--- config.mk ---
export PLATFORM = sky130hd
export DESIGN_NAME = hd_encoder_tx_flat
export DESIGN_NICKNAME = d
export VERILOG_FILES = /design/src/rtl/hd_encoder_tx_if.sv /design/src/rtl/hd_encoder_tx.sv /design/src/flat_wrapper.sv
export SDC_FILE = /design/constraint.sdc
export NUM_CORES = 1
export LEC_CHECK = 0
export ABC_AREA = 1
export CAP_MARGIN = 20
export CELL_PAD_IN_SITES_DETAIL_PLACEMENT = 1
export CELL_PAD_IN_SITES_GLOBAL_PLACEMENT = 1
export CORE_MARGIN = 4
export CORE_UTILIZATION = 40
export CTS_CLUSTER_DIAMETER = 30
export CTS_CLUSTER_SIZE = 16
export DETAILED_ROUTE_END_ITERATION = 8
export PLACE_DENSITY = 0.74
export RECOVER_POWER = 50
export REMOVE_ABC_BUFFERS = 1
export SYNTH_ARGS = -nofsm -noshare
export SYNTH_HDL_FRONTEND = slang
export SYNTH_SLANG_ARGS = --single-unit
--- constraint.sdc ---
create_clock -name clk -period 5.52 [get_ports clk]
set_input_delay 0.828 -clock clk [delete_from_list [all_inputs] [get_ports clk]]
set_output_delay 0.828 -clock clk [all_outputs]
set_load 0.005 [all_outputs]
--- src/rtl/hd_encoder_tx_if.sv ---
// Message-in / codeword-out handshake bundle for the SECDED transmit framer.
// The slave modport is the encoder's view; the master modport is the view of the block that drives it.
interface hd_encoder_tx_if #(
  parameter int unsigned DATA_WIDTH = 16,
  parameter int unsigned MSG_WIDTH  = 11
);
  logic                  in_sop;
  logic                  in_eop;
  logic                  in_vld;
  logic [MSG_WIDTH-1:0]  in_data;
  logic                  in_rdy;
  logic                  wr_sop;
  logic                  wr_eop;
  logic                  wr_vld;
  logic [DATA_WIDTH-1:0] wr_data;
  logic                  resend;

  modport master (
    output in_sop, in_eop, in_vld, in_data, resend,
    input  in_rdy, wr_sop, wr_eop, wr_vld, wr_data
  );

  modport slave (
    input  in_sop, in_eop, in_vld, in_data, resend,
    output in_rdy, wr_sop, wr_eop, wr_vld, wr_data
  );
endinterface

--- src/rtl/hd_encoder_tx.sv ---
// Hamming SECDED(16,11) transmit encoder and packet framer with whole-packet replay on resend.
// Define HD_ERR_INJ_EN to add inj_mode/inj_pos error injection on word 0 of the first attempt.
module hd_encoder_tx #(
  parameter int unsigned DATA_WIDTH = 16,
  parameter int unsigned MSG_WIDTH  = 11,
  parameter int unsigned MAX_WORDS  = 64,
  parameter int unsigned ADDR_W     = 6,
  parameter int unsigned MAX_RETRY  = 3
) (
  input  logic                 clk,
  input  logic                 rst_n,
  hd_encoder_tx_if.slave       bus,
`ifdef HD_ERR_INJ_EN
  input  logic [1:0]           inj_mode,
  input  logic [3:0]           inj_pos,
`endif
  output logic                 pkt_done,
  output logic                 pkt_drop,
  output logic                 trunc
);
  localparam int unsigned RW = $clog2(MAX_RETRY + 1);
  localparam logic [ADDR_W:0] CntFull = (ADDR_W + 1)'(MAX_WORDS);
  localparam logic [ADDR_W:0] CntOne  = (ADDR_W + 1)'(1);
  localparam logic [RW-1:0]   RetryMax = RW'(MAX_RETRY);
  localparam logic [RW-1:0]   RetryOne = RW'(1);

  typedef enum logic [2:0] {StIdle, StLoad, StSop, StSend, StEop} state_e;

  function automatic logic [DATA_WIDTH-1:0] encode(input logic [MSG_WIDTH-1:0] m);
    logic [DATA_WIDTH-1:0] c;
    c = '0;
    {c[15], c[14], c[13], c[12], c[11], c[10], c[9], c[7], c[6], c[5], c[3]} = m;
    c[1] = c[3] ^ c[5] ^ c[7] ^ c[9] ^ c[11] ^ c[13] ^ c[15];
    c[2] = c[3] ^ c[6] ^ c[7] ^ c[10] ^ c[11] ^ c[14] ^ c[15];
    c[4] = c[5] ^ c[6] ^ c[7] ^ c[12] ^ c[13] ^ c[14] ^ c[15];
    c[8] = ^c[15:9];
    c[0] = ^c[15:1];
    return c;
  endfunction

  state_e                state_q;
  logic [ADDR_W:0]       count_q;
  logic [ADDR_W:0]       ptr_q;
  logic [RW-1:0]         retry_q;
  logic                  resend_seen_q;
  logic                  in_rdy_q, wr_sop_q, wr_eop_q, wr_vld_q;
  logic [DATA_WIDTH-1:0] wr_data_q;
  logic                  pkt_done_q, pkt_drop_q, trunc_q;

  logic [MSG_WIDTH-1:0]  mem [MAX_WORDS];
  logic                  buf_we;
  logic [ADDR_W-1:0]     buf_waddr;
  logic [DATA_WIDTH-1:0] rd_code;
  logic [DATA_WIDTH-1:0] inj_mask;
  logic                  bad;

  assign rd_code = encode(mem[ptr_q[ADDR_W-1:0]]);
  assign bad     = resend_seen_q | bus.resend;

`ifdef HD_ERR_INJ_EN
  // Only evaluated on the SOP->SEND edge; replays (retry_q != 0) stay clean.
  always_comb begin
    inj_mask = '0;
    if (retry_q == '0) begin
      case (inj_mode)
        2'd1: inj_mask[inj_pos] = 1'b1;
        2'd2: begin
          inj_mask[inj_pos]         = 1'b1;
          inj_mask[inj_pos ^ 4'd1]  = 1'b1;
        end
        default: inj_mask = '0;
      endcase
    end
  end
`else
  assign inj_mask = '0;
`endif

  always_comb begin
    buf_we    = 1'b0;
    buf_waddr = '0;
    if (bus.in_vld) begin
      if ((state_q == StIdle || state_q == StLoad) && bus.in_sop) begin
        buf_we = 1'b1;
      end else if (state_q == StLoad && count_q < CntFull) begin
        buf_we    = 1'b1;
        buf_waddr = count_q[ADDR_W-1:0];
      end
    end
  end

  always_ff @(posedge clk) begin
    if (buf_we) mem[buf_waddr] <= bus.in_data;
  end

  always_ff @(posedge clk or negedge rst_n) begin
    if (!rst_n) begin
      state_q       <= StIdle;
      count_q       <= '0;
      ptr_q         <= '0;
      retry_q       <= '0;
      resend_seen_q <= 1'b0;
      in_rdy_q      <= 1'b1;
      wr_sop_q      <= 1'b0;
      wr_eop_q      <= 1'b0;
      wr_vld_q      <= 1'b0;
      wr_data_q     <= '0;
      pkt_done_q    <= 1'b0;
      pkt_drop_q    <= 1'b0;
      trunc_q       <= 1'b0;
    end else begin
      wr_sop_q   <= 1'b0;
      wr_eop_q   <= 1'b0;
      wr_vld_q   <= 1'b0;
      pkt_done_q <= 1'b0;
      pkt_drop_q <= 1'b0;
      case (state_q)
        StIdle: begin
          if (bus.in_vld && bus.in_sop) begin
            count_q <= CntOne;
            trunc_q <= 1'b0;
            if (bus.in_eop) begin
              state_q  <= StSop;
              wr_sop_q <= 1'b1;
              in_rdy_q <= 1'b0;
              ptr_q    <= '0;
            end else begin
              state_q  <= StLoad;
            end
          end
        end
        StLoad: begin
          if (bus.in_vld) begin
            if (bus.in_sop) begin
              count_q <= CntOne;
              trunc_q <= 1'b0;
            end else if (count_q < CntFull) begin
              count_q <= count_q + CntOne;
            end else begin
              trunc_q <= 1'b1;
            end
            if (bus.in_eop) begin
              state_q  <= StSop;
              wr_sop_q <= 1'b1;
              in_rdy_q <= 1'b0;
              ptr_q    <= '0;
            end
          end
        end
        StSop: begin
          state_q       <= StSend;
          wr_vld_q      <= 1'b1;
          wr_data_q     <= rd_code ^ inj_mask;
          ptr_q         <= CntOne;
          resend_seen_q <= 1'b0;
        end
        StSend: begin
          if (bus.resend) resend_seen_q <= 1'b1;
          if (ptr_q == count_q) begin
            state_q  <= StEop;
            wr_eop_q <= 1'b1;
          end else begin
            wr_vld_q  <= 1'b1;
            wr_data_q <= rd_code;
            ptr_q     <= ptr_q + CntOne;
          end
        end
        StEop: begin
          if (bad && retry_q < RetryMax) begin
            retry_q  <= retry_q + RetryOne;
            state_q  <= StSop;
            wr_sop_q <= 1'b1;
            ptr_q    <= '0;
          end else begin
            pkt_drop_q <= bad;
            pkt_done_q <= ~bad;
            state_q    <= StIdle;
            in_rdy_q   <= 1'b1;
            retry_q    <= '0;
          end
        end
        default: state_q <= StIdle;
      endcase
    end
  end

  assign bus.in_rdy  = in_rdy_q;
  assign bus.wr_sop  = wr_sop_q;
  assign bus.wr_eop  = wr_eop_q;
  assign bus.wr_vld  = wr_vld_q;
  assign bus.wr_data = wr_data_q;
  assign pkt_done    = pkt_done_q;
  assign pkt_drop    = pkt_drop_q;
  assign trunc       = trunc_q;
endmodule

--- src/flat_wrapper.sv ---
// flat-port wrapper written by rule: the top's interface ports become plain ports
module hd_encoder_tx_flat 
#(
  parameter int unsigned DATA_WIDTH = 16,
  parameter int unsigned MSG_WIDTH  = 11,
  parameter int unsigned MAX_WORDS  = 64,
  parameter int unsigned ADDR_W     = 6,
  parameter int unsigned MAX_RETRY  = 3
)
  (clk, rst_n, pkt_done, pkt_drop, trunc, bus_in_sop, bus_in_eop, bus_in_vld, bus_in_data, bus_resend, bus_in_rdy, bus_wr_sop, bus_wr_eop, bus_wr_vld, bus_wr_data);
  hd_encoder_tx_if #(.DATA_WIDTH(DATA_WIDTH), .MSG_WIDTH(MSG_WIDTH)) bus_i ();
  input  logic clk;
  input  logic rst_n;
  output logic pkt_done;
  output logic pkt_drop;
  output logic trunc;
  input wire logic [$bits(bus_i.in_sop)-1:0] bus_in_sop;
  input wire logic [$bits(bus_i.in_eop)-1:0] bus_in_eop;
  input wire logic [$bits(bus_i.in_vld)-1:0] bus_in_vld;
  input wire logic [$bits(bus_i.in_data)-1:0] bus_in_data;
  input wire logic [$bits(bus_i.resend)-1:0] bus_resend;
  output wire logic [$bits(bus_i.in_rdy)-1:0] bus_in_rdy;
  output wire logic [$bits(bus_i.wr_sop)-1:0] bus_wr_sop;
  output wire logic [$bits(bus_i.wr_eop)-1:0] bus_wr_eop;
  output wire logic [$bits(bus_i.wr_vld)-1:0] bus_wr_vld;
  output wire logic [$bits(bus_i.wr_data)-1:0] bus_wr_data;
  assign bus_i.in_sop = bus_in_sop;
  assign bus_i.in_eop = bus_in_eop;
  assign bus_i.in_vld = bus_in_vld;
  assign bus_i.in_data = bus_in_data;
  assign bus_i.resend = bus_resend;
  assign bus_in_rdy = bus_i.in_rdy;
  assign bus_wr_sop = bus_i.wr_sop;
  assign bus_wr_eop = bus_i.wr_eop;
  assign bus_wr_vld = bus_i.wr_vld;
  assign bus_wr_data = bus_i.wr_data;
  hd_encoder_tx #(.DATA_WIDTH(DATA_WIDTH), .MSG_WIDTH(MSG_WIDTH), .MAX_WORDS(MAX_WORDS), .ADDR_W(ADDR_W), .MAX_RETRY(MAX_RETRY)) u_core (.clk(clk), .rst_n(rst_n), .bus(bus_i), .pkt_done(pkt_done), .pkt_drop(pkt_drop), .trunc(trunc));
endmodule
==> results of run 1 <==
[metrics by stage]
| stage | TNS, ps | total power [mW] | hold WS [ps] | utilization (%) |
|---|---|---|---|---|
| 6_report | 0 | 21.3 | 490 | 48.7 |
| 5_1_grt | 0 | 22.4 | 540 | 48.7 |
| 4_1_cts | 0 | 21.4 | 195 | 48.7 |
| 3_5_place_dp | 0 | 12.2 | 487 | 42.2 |
| 3_3_place_gp | 0 | 12.0 | 474 | 42.2 |
| 2_1_floorplan | -210170 | 10.2 | 453 | - |
[power breakdown]
| group | internal (mW) | switching, mW |
|---|---|---|
| combinational | 1.56 | 4.05 |
| clock | 5.96 | 3.17 |
| sequential | 6.40 | 0.211 |
[registers in the layout, indices dropped and copies added (netlist names)]
register,flops
u_core.bus.in_rdy,1
u_core.bus.wr_data,16
u_core.bus.wr_eop,1
u_core.bus.wr_sop,1
u_core.bus.wr_vld,1
u_core.count_q,7
u_core.mem,704
u_core.pkt_done,1
u_core.pkt_drop,1
u_core.ptr_q,7
u_core.resend_seen_q,1
u_core.retry_q,2
u_core.state_q,3
u_core.trunc,1
[logic make-up (layout without fill, tap and decap cells)]
| group | Yosys count | count (layout) | synth area share (%) |
|---|---|---|---|
| AO/OA/AOI/OAI | 251 | 251 | 4.12 |
| AND/OR/NAND/NOR | 1636 | 1636 | 20.5 |
| flip-flops | 747 | 747 | 69.2 |
| buffers and inverters | 429 | 652 | 5.82 |
| other | 0 | 4 | 0 |
| adder cells (fa/ha/maj) | 3 | 3 | 0.117 |
| XOR/XNOR | 10 | 10 | 0.273 |
| multiplexers | 1 | 1 | 0.0312 |
[worst reg2reg max path, delay by kind of cell (launching register included)]
family / cells / cell delay [ps]
flops: 1 / 410
buf+inv: 4 / 420
simple gates: 7 / 2920
[worst paths after layout]
path | start | slack [ps] | end | cells past startpoint
worst max-delay path | bus_in_data[7] | 1140 | u_core.mem[60][7]$_DFFE_PP_ | 2
worst min-delay path | u_core.bus.wr_data[6]$_DFFE_PN0P_ | 490 | u_core.bus.wr_data[6]$_DFFE_PN0P_ | 2
worst max register to register | u_core.state_q[2]$_DFFE_PN0P_ | 1410 | u_core.mem[22][6]$_DFFE_PP_ | 11
worst min register to register | u_core.bus.wr_data[6]$_DFFE_PN0P_ | 490 | u_core.bus.wr_data[6]$_DFFE_PN0P_ | 2
max in group asynchronous | rst_n | 2710 | u_core.ptr_q[1]$_DFFE_PN0P_ | 2
min in group asynchronous | rst_n | 1010 | u_core.pkt_drop$_DFF_PN0_ | 2
[cells in the final DEF, fill, tap and decap left out, types with 6 or more instances in the layout]
cell type        synthesis  layout
nand2_1                873     873
edfxtp_1               704     704
nor2_1                 444     443
nand3_1                285     285
inv_1                  266     266
clkbuf_16                0     159
o21ai_0                148     148
o21ai_1                 49      49
clkbuf_1                28      43
dfrtp_1                 42      39
buf_4                   26      27
clkdlybuf4s50_1          0      26
a21oi_1                 25      25
clkinv_1                 6      22
clkinv_2                 0      20
o211ai_1                19      19
clkinv_4                 0      15
clkinvlp_4               0      14
bufinv_16                0      14
inv_6                    0      12
nor3_1                  12      12
buf_12                   0      10
inv_2                    7       6
buf_2                   78       6
[per-layer routing]
layer  vias to the layer above  routed length (um)  track usage, %
met5                         -                   0               0
met4                         0                3940            10.1
met3                       242                7240            5.16
met2                       878               49700            39.3
met1                     11700               41800            30.7
li1                      10500                   -               -
[cell usage after synthesis, types with 19 or more instances]
cell	count
nand2_1	873
edfxtp_1	704
nor2_1	444
nand3_1	285
inv_1	266
o21ai_0	148
buf_2	78
o21ai_1	49
dfrtp_1	42
clkbuf_1	28
buf_4	26
a21oi_1	25
o211ai_1	19
[final cells by class]
type	instances	area share [%]
flip-flops and latches	747	57.6
multi-input cells	1901	20.8
clock buffers	184	10.6
well taps	1050	3.40
clock inverters	98	2.79
inverters	280	2.75
repair buffers	90	2.08
diodes	4	0.0259
==> impl_metrics.yaml, run 1 <==
place:
  dp_hpwl_um: 58300
  placed_area_um2: 33400
  place_congestion: 0.870
  dp.cells: 4062
  io_buffers: 39
  dp_slack_ps: 1220
logic_synthesis:
  ys_types: 38
  synth_edf_count: 704
  syn-instance-count: 3077
  ys_seq_elements: 747
  synth.top_cell.area_share_pct: 65.8
  async_flop_share_pct: 5.76
  synth_flop_cell: "edfxtp_1"
  synth_area_leader_cell: "edfxtp_1"
  ys_seq_area_share_pct: 69.2
  postSynthAreaPerCell_um2: 10.4
  ys_warn_count: 0
  syn_area_um2: 32100
  synth_area_leaders: "edfxtp_1 (66%), nand2_1 (10%), nor2_1 (5.2%)"
layout:
  multi_input_area_um2: 8040
  drive_above_1_share_pct: 9.27
  syn_to_final_growth_pct: 20.2
  fin_cells: 4354
  final_nets: 3195
  num-fill-cells: 8541
  post-route-cell-area_um2: 38600
  ff_latch_area_um2: 22200
sta:
  slew_violations: 730
  fmax_mhz: 228
  setup_slack_ps: 1140
  worst_slew_pin_slew_ps: 4660
  fin_crit_sh_pct: 79.4
  relSlewSlack_pct: -211
  finalSetupViolCount: 0
  rsz0062_at_grt: "no"
  hold_violations: 0
  layout_min_cycle_time_ps: 4380
  final.setup_skew_ps: 29.9
route:
  num_vias: 23300
  drtPass1Iterations: 5
  vias_per_cell: 5.36
  post-route-drc-count: 0
  routedWlPerCell_um: 23.6
  drtIter0Drc: 2305
  wirelength_um: 103000
  ant_nets: 0
floorplan:
  fp.dieH_um: 291
  die_area_um2: 84900
  io_pins: 40
  start_util_pct: 40.5
  row_count: 103
  die_w_um: 291
  fp.coreArea_um2: 79300
clocking:
  cts_hold_buf: 0
  numCtsBuffers: 155
  cts-root-buf: "clkbuf_16"
  cts_num_sinks: 747
  cts-resized-gates: 0
  post_cts_buffers: 0
  clk_pin_slew_ps: 50
  clockBufferDepth: 3
  cts-htree-levels: 4
  clk_latency_ps: 750
  cts_tree: "built"
global_route:
  grt_usage_pct: 23.9
  antenna_found_initial: 7
  grt_pass1_vias: 24600
  grt_pass1_wl_um: 153000
  grt-ovfl-total: 0
  grt_max_degree: 150
worst_setup_path:
  cp_top_family: "buffers and inverters"
  worstPathCellList: "buf_2 -> clkbuf_1"
  cp_max_fo: 64
  cp-end-kind: "flip-flop"
  cp_num_buf_inv: 2
  cpMaxStageDelayCell: "clkbuf_1"
  max_stage_delay_ps: 3230
  critPathKind: "in -> reg"
  arrival_ps: 4230
  startpoint_type: "input port"
  required_ps: 5370
power_and_ir_drop:
  leakage_nw: 15.1
  power_density_nw_per_um2: 553
  peakVddDrop_v: 0.000346
run_status:
  violations: "max-capacitance violations, max-slew violations"
  status: "finished, violations left"
flow_run:
  cap_violations: 16
worst_hold_path:
  hold_path.class: "reg -> reg"
(Power assumes the default switching activity.)
==> run 2: changes to the inputs <==
--- a/config.mk
+++ b/config.mk
@@ -14,7 +14,7 @@
 export CTS_CLUSTER_DIAMETER = 30
 export CTS_CLUSTER_SIZE = 16
 export DETAILED_ROUTE_END_ITERATION = 8
-export PLACE_DENSITY = 0.74
+export PLACE_DENSITY = 0.77
 export RECOVER_POWER = 50
 export REMOVE_ABC_BUFFERS = 1
 export SYNTH_ARGS = -nofsm -noshare
==> constraint.sdc (replaced) <==
create_clock -name clk -period 4 [get_ports clk]
set_input_delay 0.6 -clock clk [delete_from_list [all_inputs] [get_ports clk]]
set_output_delay 0.6 -clock clk [all_outputs]
set_load 0.005 [all_outputs]
==> impl_metrics.yaml, run 2 (same netlist as run 1, synthesis figures left out) <==
run_status:
  status: "finished, violations left"
  violations: "max-capacitance violations, max-slew violations"
layout:
  syn_to_final_growth_pct: 22.7
  diodes: 0
  top_register: "u_core.mem"
  drive_above_1_share_pct: 11.3
  final_cell_mix: "nand2_1 (873), edfxtp_1 (704), nor2_1 (443)"
  fin_cells: 4442
  largest_reg_flops: 704
  final_nets: 3279
  final_common_cell: "nand2_1"
global_route:
  antenna_found_initial: 5
  grt_max_degree: 106
  grt_pass1_vias: 26000
  grt-ovfl-total: 0
  grt_pass1_wl_um: 160000
  grt_usage_pct: 24.7
floorplan:
  fp.coreArea_um2: 79300
  row_count: 103
  die_area_um2: 84900
  die_w_um: 291
  io_pins: 40
  start_util_pct: 40.5
  fp.dieH_um: 291
clocking:
  cts-htree-levels: 4
  clk_latency_ps: 730
  cts_tree: "built"
  cts_num_sinks: 747
  cts-root-buf: "clkbuf_16"
  clockBufferDepth: 3
  clk_pin_slew_ps: 60
  post_cts_buffers: 0
  numCtsBuffers: 154
  cts-resized-gates: 0
route:
  wirelength_um: 106000
  drtPass1Iterations: 5
  post-route-drc-count: 0
  routedWlPerCell_um: 23.8
  num_vias: 24300
  vias_per_cell: 5.47
  ant_nets: 0
  drtIter0Drc: 2629
worst_setup_path:
  cpMaxStageDelayCell: "clkbuf_1"
  r2r_start: "u_core.ptr_q[0]$_DFFE_PN0P_"
  worstPathCellList: "clkbuf_1 -> clkbuf_1"
  startpoint_type: "input port"
  max_stage_delay_ps: 1680
  required_ps: 4190
  cp_top_family: "buffers and inverters"
  cp_num_buf_inv: 2
  critPathKind: "in -> reg"
  crit_top_cell: "clkbuf_1"
  cp_max_fo: 34
  cp-end-kind: "flip-flop"
  arrival_ps: 3810
  crit_start: "bus_in_data[2]"
power_and_ir_drop:
  clkPwrFrac_pct: 43.2
  power.share.switching_pct: 34.1
  p_int_mw: 19.7
  peakVddDrop_v: 0.000573
  comb_power_share_pct: 26.6
  power_density_nw_per_um2: 759
  switchingPower_mw: 10.2
  pwr-share-seq_pct: 30.3
  leakage_nw: 15.7
worst_hold_path:
  hold_path.class: "in -> reg"
  hp-start: "bus_in_data[9]"
sta:
  finalSetupViolCount: 0
  fmax_mhz: 277
  finalSetupTns_ps: 0
  final.setup_skew_ps: 27.4
  hold_violations: 0
  relSlewSlack_pct: -165
  rsz0062_at_grt: "no"
  slew_violations: 648
  holdWs_ps: 460
  fin_crit_sh_pct: 90.4
  layout_min_cycle_time_ps: 3610
  worst_slew_pin_slew_ps: 3970
place:
  dp.cells: 4149
  place_congestion: 0.866
  io_buffers: 39
  dp_hpwl_um: 59900
flow_run:
  cap_violations: 17
-- run 2: cell types whose count changed in the layout (fill, tap and decap cells not counted), moves of 2 or more --
cell,previous run,this run
buf_12,10,17
buf_2,6,2
buf_4,27,104
bufinv_16,14,20
clkbuf_1,43,48
clkbuf_8,1,4
clkinv_1,22,31
clkinv_2,20,26
clkinv_4,15,4
clkinvlp_4,14,11
diode_2,4,0
dlygate4sd3_1,1,3
inv_6,12,9
-- run 2: final timing paths --
check / to / slack, ps / cells after the start
setup reg to reg: u_core.bus.wr_data[3]$_DFFE_PN0P_ / 470 / 8
max in group asynchronous: u_core.ptr_q[1]$_DFFE_PN0P_ / 1170 / 3
setup / recovery: u_core.mem[58][2]$_DFFE_PP_ / 390 / 2
min in group asynchronous: u_core.bus.wr_data[3]$_DFFE_PN0P_ / 830 / 2
hold / removal: u_core.mem[5][9]$_DFFE_PP_ / 460 / 1
hold reg to reg: u_core.bus.wr_data[2]$_DFFE_PN0P_ / 490 / 2
-- run 2: power by group through the flow --
| stage | clock network, mW | logic, mW | registers (mW) |
|---|---|---|---|
| floorplan | 0 | 4.43 | 9.50 |
| CTS | 13.0 | 7.89 | 9.04 |
| finish | 12.9 | 7.94 | 9.06 |
| global route | 13.5 | 8.71 | 9.06 |
| detailed placement | 0 | 7.64 | 9.17 |
| global placement | 0 | 7.42 | 9.16 |
-- run 2: timing repair --
| item | CTS | global route |
|---|---|---|
| hold buffers | 1 | 0 |
| setup endpoints to repair | 0 | 0 |
| hold endpoints to repair | 23 | 0 |
-- run 2: final cells by class --
type | count | area, um^2
fillers | 8539 | 39800
flip-flops and latches | 747 | 22200
multi-input cells | 1901 | 8040
clock buffers | 187 | 4100
repair buffers | 175 | 1500
well taps | 1050 | 1310
clock inverters | 102 | 1170
inverters | 280 | 1060
-- run 2: metrics by stage --
step           worst slack, ps  cell area [um^2]  util (%)  power, mW
2_1_floorplan            -9530             31300         -       13.9
3_3_place_gp               583             34200      43.1       16.6
3_5_place_dp               523             34200      43.1       16.8
4_1_cts                    482             39500      49.8       30.0
5_1_grt                    167             39400      49.7       31.3
6_report                   386             39400      49.7       29.9
-- run 2: layer usage --
layer | GRT usage (%) | wire length [um] | vias to the layer above | part of all wire [%]
met1 | 31.3 | 41900 | 12300 | 40
met5 | 0 | 0 | - | 0
met4 | 9.54 | 3520 | 0 | 3.3
li1 | - | - | 10700 | -
met3 | 4.61 | 7540 | 238 | 7.1
met2 | 42.2 | 52800 | 1028 | 50
